<file path="src/rtl/vlc_pkg.sv">
// Shared definitions for the video lock controller: lock_state encoding,
// the unknown-format code, default timing constants and a counter-width helper.
package vlc_pkg;

    typedef enum logic [1:0] {
        NO_SIGNAL = 2'd0,
        SETTLE    = 2'd1,
        MEASURE   = 2'd2,
        LOCKED    = 2'd3
    } lock_state_t;

    localparam int unsigned FORMAT_UNKNOWN    = 0;

    localparam int unsigned DEF_SETTLE_CYCLES = 2500000;
    localparam int unsigned DEF_STABLE_FRAMES = 4;
    localparam int unsigned DEF_LOSS_TIMEOUT  = 5000000;
    localparam int unsigned DEF_FMT_W         = 8;

    // Never return a zero width, so limits of 1 still get a real register.
    function automatic int unsigned cnt_w(input int unsigned limit);
        return (limit <= 1) ? 1 : $clog2(limit);
    endfunction

endpackage

</file>
<file path="src/rtl/sync_fall_detect.sv">
// 2-FF synchroniser followed by a registered falling-edge strobe.
// Strobe is high for one cycle, three clocks after the pin falls.
module sync_fall_detect #(
    parameter logic IDLE_LEVEL = 1'b1
) (
    input  logic clk,
    input  logic reset_x,
    input  logic async_in,
    output logic fall_strobe
);

    // sh_q[0], sh_q[1] synchronise; sh_q[2] is the previous synchronised value.
    logic [2:0] sh_q;

    always_ff @(posedge clk) begin
        if (!reset_x) begin
            sh_q        <= {3{IDLE_LEVEL}};
            fall_strobe <= 1'b0;
        end else begin
            sh_q        <= {sh_q[1:0], async_in};
            fall_strobe <= sh_q[2] & ~sh_q[1];
        end
    end

endmodule

</file>
<file path="src/rtl/video_lock_controller.sv">
// Sequences detector reset, settle time and multi-frame format qualification.
// Optional: define VLC_GLITCH_HOLD_EN to tolerate one mismatching sample while locked.
module video_lock_controller
    import vlc_pkg::*;
#(
    parameter int unsigned SETTLE_CYCLES = DEF_SETTLE_CYCLES,
    parameter int unsigned STABLE_FRAMES = DEF_STABLE_FRAMES,
    parameter int unsigned LOSS_TIMEOUT  = DEF_LOSS_TIMEOUT,
    parameter int unsigned FMT_W         = DEF_FMT_W
) (
    input  logic             clk_50mhz_in,
    input  logic             reset_x,
    input  logic             signal_present,
    input  logic             vsync_in_x,
    input  logic [FMT_W-1:0] video_format,
    output logic             det_reset,
    output logic             format_valid,
    output logic [FMT_W-1:0] locked_format,
    output logic             relock_pulse,
    output logic [1:0]       lock_state
);

    localparam int unsigned SW = cnt_w(SETTLE_CYCLES);
    localparam int unsigned MW = cnt_w(STABLE_FRAMES + 1);
    localparam int unsigned LW = cnt_w(LOSS_TIMEOUT);

    localparam logic [SW-1:0]    SETTLE_LAST = SW'(SETTLE_CYCLES - 1);
    localparam logic [MW-1:0]    MATCH_LOCK  = MW'(STABLE_FRAMES);
    localparam logic [LW-1:0]    LOSS_LAST   = LW'(LOSS_TIMEOUT - 1);
    localparam logic [FMT_W-1:0] FMT_UNK     = FMT_W'(FORMAT_UNKNOWN);

    lock_state_t      state_q, state_n;
    logic [SW-1:0]    settle_q, settle_n;
    logic [MW-1:0]    match_q, match_n;
    logic [LW-1:0]    loss_q, loss_n;
    logic [FMT_W-1:0] cand_q, cand_n;
    logic [FMT_W-1:0] lockf_q, lockf_n;
    logic             det_q, det_n;
    logic             valid_q, valid_n;
    logic             pulse_q, pulse_n;
    logic             relock;
    logic             vs_evt;
`ifdef VLC_GLITCH_HOLD_EN
    logic             miss_q, miss_n;
`endif

    sync_fall_detect #(
        .IDLE_LEVEL (1'b1)
    ) u_vsync_fall (
        .clk         (clk_50mhz_in),
        .reset_x     (reset_x),
        .async_in    (vsync_in_x),
        .fall_strobe (vs_evt)
    );

    always_ff @(posedge clk_50mhz_in) begin
        if (!reset_x) begin
            state_q  <= NO_SIGNAL;
            settle_q <= '0;
            match_q  <= '0;
            loss_q   <= '0;
            cand_q   <= '0;
            lockf_q  <= '0;
            det_q    <= 1'b1;
            valid_q  <= 1'b0;
            pulse_q  <= 1'b0;
`ifdef VLC_GLITCH_HOLD_EN
            miss_q   <= 1'b0;
`endif
        end else begin
            state_q  <= state_n;
            settle_q <= settle_n;
            match_q  <= match_n;
            loss_q   <= loss_n;
            cand_q   <= cand_n;
            lockf_q  <= lockf_n;
            det_q    <= det_n;
            valid_q  <= valid_n;
            pulse_q  <= pulse_n;
`ifdef VLC_GLITCH_HOLD_EN
            miss_q   <= miss_n;
`endif
        end
    end

    always_comb begin
        state_n  = state_q;
        settle_n = settle_q;
        match_n  = match_q;
        loss_n   = loss_q;
        cand_n   = cand_q;
        lockf_n  = lockf_q;
        pulse_n  = 1'b0;
        relock   = 1'b0;
`ifdef VLC_GLITCH_HOLD_EN
        miss_n   = miss_q;
`endif

        case (state_q)
            NO_SIGNAL: begin
                if (signal_present) begin
                    state_n  = SETTLE;
                    settle_n = '0;
                end
            end

            SETTLE: begin
                if (!signal_present) begin
                    state_n = NO_SIGNAL;
                end else if (settle_q == SETTLE_LAST) begin
                    state_n = MEASURE;
                    match_n = '0;
                    cand_n  = '0;
                    loss_n  = '0;
                end else if (settle_q != '1) begin
                    settle_n = settle_q + SW'(1);
                end
            end

            MEASURE, LOCKED: begin
                // Signal loss outranks the watchdog, which outranks the vsync event.
                if (!signal_present || loss_q == LOSS_LAST) begin
                    state_n = NO_SIGNAL;
                    pulse_n = (state_q == LOCKED);
                end else begin
                    if (vs_evt)
                        loss_n = '0;
                    else if (loss_q != '1)
                        loss_n = loss_q + LW'(1);

                    if (vs_evt && state_q == MEASURE) begin
                        if (video_format == FMT_UNK) begin
                            match_n = '0;
                        end else if (video_format == cand_q) begin
                            if (match_q != '1)
                                match_n = match_q + MW'(1);
                        end else begin
                            cand_n  = video_format;
                            match_n = MW'(1);
                        end
                        if (match_n >= MATCH_LOCK) begin
                            state_n = LOCKED;
                            lockf_n = cand_n;
`ifdef VLC_GLITCH_HOLD_EN
                            miss_n  = 1'b0;
`endif
                        end
                    end else if (vs_evt && state_q == LOCKED) begin
                        if (video_format != lockf_q) begin
`ifdef VLC_GLITCH_HOLD_EN
                            relock = miss_q;
                            miss_n = ~miss_q;
`else
                            relock = 1'b1;
`endif
                        end else begin
`ifdef VLC_GLITCH_HOLD_EN
                            miss_n = 1'b0;
`endif
                        end
                    end

                    if (relock) begin
                        state_n = MEASURE;
                        pulse_n = 1'b1;
                        cand_n  = video_format;
                        match_n = (video_format != FMT_UNK) ? MW'(1) : '0;
                    end
                end
            end

            default: state_n = NO_SIGNAL;
        endcase

        det_n   = (state_n == NO_SIGNAL);
        valid_n = (state_n == LOCKED);
    end

    assign det_reset     = det_q;
    assign format_valid  = valid_q;
    assign locked_format = lockf_q;
    assign relock_pulse  = pulse_q;
    assign lock_state    = state_q;

endmodule

</file>
<file path="config.mk">
export PLATFORM = sky130hd
export DESIGN_NAME = video_lock_controller
export DESIGN_NICKNAME = d
export VERILOG_FILES = /design/src/rtl/vlc_pkg.sv /design/src/rtl/sync_fall_detect.sv /design/src/rtl/video_lock_controller.sv
export SDC_FILE = /design/constraint.sdc
export NUM_CORES = 1
export LEC_CHECK = 0
export ABC_CLOCK_PERIOD_IN_PS = 3000
export BUFFER_PORTS_ARGS = -buffer_cell sky130_fd_sc_hd__buf_2
export CAP_MARGIN = 30
export CELL_PAD_IN_SITES_DETAIL_PLACEMENT = 1
export CELL_PAD_IN_SITES_GLOBAL_PLACEMENT = 1
export CORE_MARGIN = 2
export CORE_UTILIZATION = 46
export CTS_BUF_LIST = sky130_fd_sc_hd__clkbuf_8 sky130_fd_sc_hd__clkbuf_16
export DETAILED_ROUTE_END_ITERATION = 16
export PLACE_DENSITY = 0.9
export SKIP_CTS_REPAIR_TIMING = 1
export SYNTH_ARGS = -nofsm -noshare
export SYNTH_HDL_FRONTEND = slang
export SYNTH_HIERARCHICAL = 1
export SYNTH_SLANG_ARGS = --single-unit
export TNS_END_PERCENT = 10
</file>
<file path="constraint.sdc">
create_clock -name clk_50mhz_in -period 3 [get_ports clk_50mhz_in]
set_clock_uncertainty 0.1 [all_clocks]
set_input_delay 0 -clock clk_50mhz_in [delete_from_list [all_inputs] [get_ports clk_50mhz_in]]
set_output_delay 0 -clock clk_50mhz_in [all_outputs]
set_load 0.01 [all_outputs]
</file>
==> results.sh, run 1 <==
export IMPL_status="finished, violations left"
export IMPL_violations="hold timing"
export IMPL_gp_congestion=0.870
export IMPL_worst_slew_pin_slew_ns=1.04
export IMPL_crit_fanout=8
export IMPL_antenna_found_initial=0
export IMPL_vias_per_cell=6.32
export IMPL_critPathTopFamily="simple AND/OR/NAND/NOR gates"
export IMPL_hold_viol=1
export IMPL_vdd_drop_max_uv=194
export IMPL_yosysTopAreaCell="dfxtp_1"
export IMPL_hold_slack_ns=-0.00561
export IMPL_end_kind="flop"
export IMPL_dieWidth_um=95.9
export IMPL_syn_area_per_cell_um2=8.34
export IMPL_synth_cells=466
export IMPL_synthFlopType="dfxtp_1"
export IMPL_cts_reportedPaths_clkPinSlew_ns=0.07
export IMPL_wl_um=11500
export IMPL_synthTopCellsByArea="dfxtp_1 (38%), nand2_1 (4.6%), xnor2_1 (4.5%), nor2_1 (4.2%), xor2_1 (3.4%)"
export IMPL_drt_wirelength_per_cell_um=18.8
export IMPL_tns_ns=0
export IMPL_most_common_layout_cells="dfxtp_1 (73), nand2_1 (48), nor2_1 (43), nand3_1 (24), buf_2 (24)"
export IMPL_hpwl_um=7950
export IMPL_clockRootBuffer="clkbuf_8"
export IMPL_dieArea_mm2=0.00921
export IMPL_place_ws_ns=0.343
export IMPL_syn_nets=481
export IMPL_clock_latency_ns=0.36
export IMPL_grt_pass1_wl_um=18900
export IMPL_io_buffers=24
export IMPL_rows=33
export IMPL_rsz0062_at_grt="false"
export IMPL_die_y_um=95.9
export IMPL_synthToLayoutAreaGrowth_pct=13.9
export IMPL_cts_tree="built"
export IMPL_cts_buffers=9
export IMPL_cp_start_kind="flop"
export IMPL_synth_seq_cells=73
export IMPL_worst_setup_path_type="flop to flop"
export IMPL_synth_edff_count=0
export IMPL_h_tree_depth=3
export IMPL_cts_buffer_depth=2
export IMPL_layout_drive_gt1_share_pct=12.2
export IMPL_fill_cells=996
export IMPL_finalSetupViolations=0
export IMPL_hp_class="primary input to flop"
export IMPL_fmax_mhz=372
export IMPL_syn_area_mm2=0.00389
export IMPL_p_per_area_mw_per_mm2=431
export IMPL_cts_sinks=73
export IMPL_finalWorstSetupSlack_ns=0.312
export IMPL_slowest_stage="or3_1"
export IMPL_ios=25
export IMPL_slowest_delay_ns=0.51
export IMPL_synth_yosys_seq_area_share_pct=37.6
export IMPL_crit_buf_inv=0
export IMPL_grt_pass1_vias=3968
export IMPL_ys_warn_count=6
export IMPL_start_util_pct=47.3
export IMPL_synthArstFlopShare_pct=0
export IMPL_grt_max_degree=42
export IMPL_grt_overflow=0
export IMPL_grt_total_usage_pct=26.3
export IMPL_wl_met2_um=5730
export IMPL_core_area_mm2=0.00822
export IMPL_drc=0
export IMPL_synth_top_area_share_pct=37.6
export IMPL_drtIter0Drc=173
export IMPL_slew_headroom_pct=30.0
export IMPL_period_needed_ns=2.69
export IMPL_nets=519
export IMPL_wl_met1_um=4960
export IMPL_fin_crit_sh_pct=89.6
export IMPL_wl_met3_um=499
export IMPL_path_cells="ha_1 > nand3_1 > nor4_4 > a311oi_1 > a211o_2 > or3_1 > o22ai_1"
export IMPL_cp_data_required_time_ns=3.17
export IMPL_num_vias=3880
export IMPL_maxSlewViolCount=0
export IMPL_final_common_cell="dfxtp_1"
export IMPL_maxCapViolations=0
export IMPL_num_antenna_cells=0
export IMPL_arrival_ns=2.86
export IMPL_synth_cell_type_count=60
export IMPL_first_pass_iters=4
export IMPL_top_layer_used="met4"
export IMPL_power_leakage_nw=1.50
export IMPL_drtAntennaViolNets=0
[cell usage after synthesis, types with 2 or more instances]
cell / number
and3b_1: 2
o31a_1: 2
o211ai_1: 6
clkbuf_1: 12
nand3_1: 24
o21a_1: 5
o31ai_1: 5
and3_1: 8
a211oi_1: 11
nor2_1: 43
ha_1: 3
or4b_1: 2
nor2b_1: 3
o21ai_1: 2
xor2_1: 15
buf_6: 3
a31oi_1: 11
nand4_1: 17
nand2_1: 48
nor4_2: 2
mux2i_1: 8
a311oi_1: 2
inv_1: 5
or3_1: 8
nor4b_1: 2
a21boi_0: 2
o21ai_0: 12
o221a_2: 3
nand3b_1: 2
o41ai_1: 2
and2_1: 8
nand2b_1: 5
and4_1: 6
a2111oi_0: 2
dfxtp_1: 73
nor3_1: 21
xnor2_1: 20
o2111a_1: 2
o22ai_1: 10
a21oi_1: 20
nor4_1: 7
or4_1: 4
[cell families (layout without fill, tap and decap cells)]
| family | Yosys count | in the layout | share of synthesized area (%) |
|---|---|---|---|
| AOI/OAI and AO/OA | 103 | 103 | 18.0 |
| xor gates and xnor gates | 35 | 35 | 7.88 |
| adders and majority gates | 3 | 3 | 0.965 |
| buffers and inverters | 24 | 67 | 3.19 |
| DFF | 73 | 73 | 37.6 |
| muxes | 8 | 8 | 2.06 |
| and+or+nand+nor | 220 | 220 | 30.3 |
[flip-flops by register name, indices dropped and copies added, names as in the netlist]
| signal | flops |
|---|---|
| loss_q | 23 |
| locked_format | 8 |
| cand_q | 8 |
| relock_pulse | 1 |
| u_vsync_fall/sh_q | 3 |
| format_valid | 1 |
| match_q | 3 |
| settle_q | 22 |
| u_vsync_fall/fall_strobe | 1 |
| det_reset | 1 |
| lock_state | 2 |
[where the power goes]
group          internal, mW  total [mW]  switching (mW)
Clock                 0.461       0.838           0.377
Combinational        0.0355      0.0949          0.0593
Sequential            0.973       0.979         0.00522
[layer usage]
metal  track usage [%]  up-vias
met1              32.2     1897
met2              44.2      124
met5                 0        -
li1                  -     1827
met3              4.07       32
met4              14.6        0
[area by class of cell]
type / instances / area [um^2] / area share [%]
clock buffers: 9 / 124 / 2.80
multi-input cells: 369 / 2300 / 52.0
clock inverters: 7 / 87.6 / 1.98
flip-flops and latches: 73 / 1460 / 33.0
inverters: 6 / 22.5 / 0.508
well taps: 105 / 131 / 2.97
repair buffers: 45 / 300 / 6.78
[worst reg2reg max path, delay by kind of cell (launching register included)]
family	cells	cell delay, ns
AO/OA/AOI/OAI	3	0.79
AND/OR/NAND/NOR	3	1.11
flip-flops	1	0.39
adder cells (fa/ha/maj)	1	0.23
[metrics by stage]
stage          instance area (um^2)  utilization, %  cells  power, mW  hold WS (ns)
2_1_floorplan                  3890               -    466       1.05       -0.0270
3_3_place_gp                   4130            50.3    589       1.08        0.0855
3_5_place_dp                   4130            50.3    589       1.09        0.0856
4_1_cts                        4340            52.8    605       1.92        -0.283
5_1_grt                        4430            53.9    614       1.98        0.0183
6_report                       4430            53.9    614       1.91      -0.00561
[worst paths after layout]
path | to | cells past startpoint | slack, ns | startpoint
setup / recovery | cand_q[3]$_SDFFE_PN0P_ | 7 | 0.31 | settle_q[0]$_SDFFE_PN0P_
setup reg to reg | cand_q[3]$_SDFFE_PN0P_ | 7 | 0.31 | settle_q[0]$_SDFFE_PN0P_
hold reg to reg | u_vsync_fall/sh_q[1]$_SDFF_PN1_ | 1 | 0.31 | u_vsync_fall/sh_q[0]$_SDFF_PN1_
hold / removal | relock_pulse$_SDFF_PN0_ | 3 | -0.006 | signal_present
Power figures use the tool's default switching activity.
==> run 2: changes to the inputs <==
--- a/config.mk
+++ b/config.mk
@@ -5,14 +5,16 @@
 export SDC_FILE = /design/constraint.sdc
 export NUM_CORES = 1
 export LEC_CHECK = 0
+export ABC_AREA = 1
 export ABC_CLOCK_PERIOD_IN_PS = 3000
 export BUFFER_PORTS_ARGS = -buffer_cell sky130_fd_sc_hd__buf_2
-export CAP_MARGIN = 30
+export CAP_MARGIN = 20
 export CELL_PAD_IN_SITES_DETAIL_PLACEMENT = 1
 export CELL_PAD_IN_SITES_GLOBAL_PLACEMENT = 1
 export CORE_MARGIN = 2
-export CORE_UTILIZATION = 46
+export CORE_UTILIZATION = 43
 export CTS_BUF_LIST = sky130_fd_sc_hd__clkbuf_8 sky130_fd_sc_hd__clkbuf_16
+export CTS_CLUSTER_DIAMETER = 200
 export DETAILED_ROUTE_END_ITERATION = 16
 export PLACE_DENSITY = 0.9
 export SKIP_CTS_REPAIR_TIMING = 1
==> run 2 against run 1 <==
Against the previous run:
- the flow now finishes without violations
- non-clock buffer count shrank 12
- clock power rose by 32%
- global-route usage is 0.38 points lower
- maximum frequency is 7.8% higher
- clock-buffer cell count is 1 higher
- cell area increased by 22%
- final cell count up 63%
- via count is 38% higher
- combinational power increased by 31%
- utilization shrank 4.3 points
- setup slack improved by 0.20 ns
==> results.sh, run 2 <==
export IMPL_status="finished clean"
export IMPL_vias_per_cell=5.34
export IMPL_hold_end="u_vsync_fall/sh_q[1]$_SDFF_PN1_"
export IMPL_arrival_ns=2.62
export IMPL_synthTopCellsByArea="dfxtp_1 (30%), nand2_1 (19%), nor2_1 (14%), nand3_1 (8.3%), inv_1 (6.0%)"
export IMPL_synthArstFlopShare_pct=0
export IMPL_slew_headroom_pct=47.9
export IMPL_r2r_end="loss_q[10]$_SDFFE_PN0P_"
export IMPL_dpl_cell_area_mm2=0.00510
export IMPL_fin_area_mm2=0.00542
export IMPL_r2r_cells=9
export IMPL_first_pass_iters=4
export IMPL_tns_ns=0
export IMPL_cts_buffer_depth=2
export IMPL_grt_pass1_vias=5667
export IMPL_fill_cells=1580
export IMPL_drtIter0Drc=275
export IMPL_vdd_drop_max_uv=277
export IMPL_whs_path_depth=3
export IMPL_final_common_cell="nand2_1"
export IMPL_clock_latency_ns=0.35
export IMPL_dieWidth_um=110
export IMPL_hp_class="primary input to flop"
export IMPL_most_common_layout_cells="nand2_1 (247), nor2_1 (184), nand3_1 (81), inv_1 (78), dfxtp_1 (73)"
export IMPL_largest_registers="loss_q: 23 flops, settle_q: 22 flops"
export IMPL_place_ws_ns=0.593
export IMPL_synth_cell_type_count=36
export IMPL_antenna_found_initial=0
export IMPL_hold_viol=0
export IMPL_drtAntennaViolNets=0
export IMPL_cts_tree="built"
export IMPL_drt_wirelength_per_cell_um=15.5
export IMPL_drc=0
export IMPL_rr_startpoint="lock_state[1]$_SDFF_PN0_"
export IMPL_cp_start_kind="flop"
export IMPL_syn_area_mm2=0.00487
export IMPL_hold_slack_ns=0.0527
export IMPL_rows=38
export IMPL_worst_setup_path_type="flop to flop"
export IMPL_r2r_slack_ns=0.51
export IMPL_hpwl_um=11000
export IMPL_clockRootBuffer="clkbuf_16"
export IMPL_maxSlewViolCount=0
export IMPL_finalSetupViolations=0
export IMPL_io_buffers=24
export IMPL_top_register="loss_q"
export IMPL_p_per_area_mw_per_mm2=409
export IMPL_cts_sinks=73
export IMPL_synthFlopType="dfxtp_1"
export IMPL_worst_slew_pin_slew_ns=0.777
export IMPL_synth_top_area_share_pct=30.0
export IMPL_grt_total_usage_pct=25.9
export IMPL_synth_seq_cells=73
export IMPL_cts_reportedPaths_clkPinSlew_ns=0.06
export IMPL_cts_buffers=9
export IMPL_num_antenna_cells=0
export IMPL_maxCapViolations=0
export IMPL_ios=25
export IMPL_period_needed_ns=2.49
export IMPL_num_vias=5342
export IMPL_layout_drive_gt1_share_pct=9.65
export IMPL_h_tree_depth=3
export IMPL_finalWorstSetupSlack_ns=0.508
export IMPL_syn_nets=847
export IMPL_start_util_pct=44.6
export IMPL_syn_area_per_cell_um2=5.86
export IMPL_fmax_mhz=401
export IMPL_grt_overflow=0
export IMPL_nets=870
export IMPL_yosysMostFrequentCell="nand2_1"
export IMPL_grt_pass1_wl_um=26500
export IMPL_yosysTopAreaCell="dfxtp_1"
export IMPL_grt_max_degree=36
export IMPL_synthToLayoutAreaGrowth_pct=11.3
export IMPL_dieArea_mm2=0.0122
export IMPL_hold_path_startpoint="reset_x"
export IMPL_core_area_mm2=0.0109
export IMPL_synth_edff_count=0
export IMPL_gp_congestion=0.891
export IMPL_largest_reg_flops=23
export IMPL_ys_warn_count=6
export IMPL_die_y_um=110
export IMPL_ys_top_cells_by_count="nand2_1 (247), nor2_1 (184), nand3_1 (81)"
export IMPL_wl_um=15500
export IMPL_crit_fanout=15
export IMPL_fin_crit_sh_pct=83.1
export IMPL_synth_cells=832
export IMPL_rsz0062_at_grt="false"
export IMPL_cp_data_required_time_ns=3.13
export IMPL_p_total_mw=2.22
export IMPL_end_kind="flop"
export IMPL_synth_yosys_seq_area_share_pct=30.0
export IMPL_power_leakage_nw=2.07
==> run 2: critical path, cell delays in order, from the launching register on <==
cell and delay, ns:
dfxtp_1 0.72, inv_2 0.21, nor2_4 0.16, inv_2 0.11, nor2_1 0.18, nand4_4 0.28
nand2_4 0.26, inv_4 0.12, nor2_1 0.15, nor2_1 0.07
==> run 2: worst max-delay path by stage <==
stage,from,end,slack (ns),depth (start not counted)
after floorplan,settle_q[0]$_SDFFE_PN0P_,cand_q[3]$_SDFFE_PN0P_,1.09,13
after global placement,lock_state[1]$_SDFF_PN0_,det_reset$_SDFF_PN1_,0.60,6
after detailed placement,lock_state[1]$_SDFF_PN0_,loss_q[10]$_SDFFE_PN0P_,0.59,9
after CTS,lock_state[1]$_SDFF_PN0_,loss_q[10]$_SDFFE_PN0P_,0.52,9
after global routing,settle_q[0]$_SDFFE_PN0P_,settle_q[16]$_SDFFE_PN0P_,0.28,12
final,lock_state[1]$_SDFF_PN0_,loss_q[10]$_SDFFE_PN0P_,0.51,9
==> run 2: cell type report <==
class / instances / area (um^2) / share of cell area (%)
clock buffers: 10 / 239 / 4.41
clock inverters: 6 / 67.6 / 1.25
inverters: 89 / 337 / 6.21
multi-input cells: 649 / 2950 / 54.4
flip-flops and latches: 73 / 1460 / 26.9
well taps: 140 / 175 / 3.23
repair buffers: 33 / 193 / 3.55
==> run 2: logic make-up (layout without fill, tap and decap cells) <==
family | after synthesis | in the layout | synth area share, %
mux | 1 | 1 | 0.231
simple gates | 564 | 564 | 49.1
xor+xnor | 20 | 20 | 3.60
compound gates | 61 | 61 | 6.86
buf+inv | 110 | 138 | 9.45
fa+ha+maj | 3 | 3 | 0.770
flops | 73 | 73 | 30.0
==> run 2: layer usage <==
layer  track usage [%]  part of all wire (%)
met5                 0                     0
met4              10.8                   2.5
met3              3.24                   3.5
met2              45.5                    49
met1              32.0                    45
==> run 2: power breakdown <==
part	switching, mW	internal [mW]
Combinational	0.0869	0.0371
Sequential	0.00693	0.976
Clock	0.447	0.666
Total	0.540	1.68
==> run 2: metrics by stage <==
| step | utilization [%] | instances |
|---|---|---|
| detailed placement | 46.6 | 982 |
| floorplan | - | 832 |
| global route | 49.6 | 1000 |
| finish | 49.6 | 1000 |
| CTS | 49.4 | 998 |
| global placement | 46.6 | 982 |
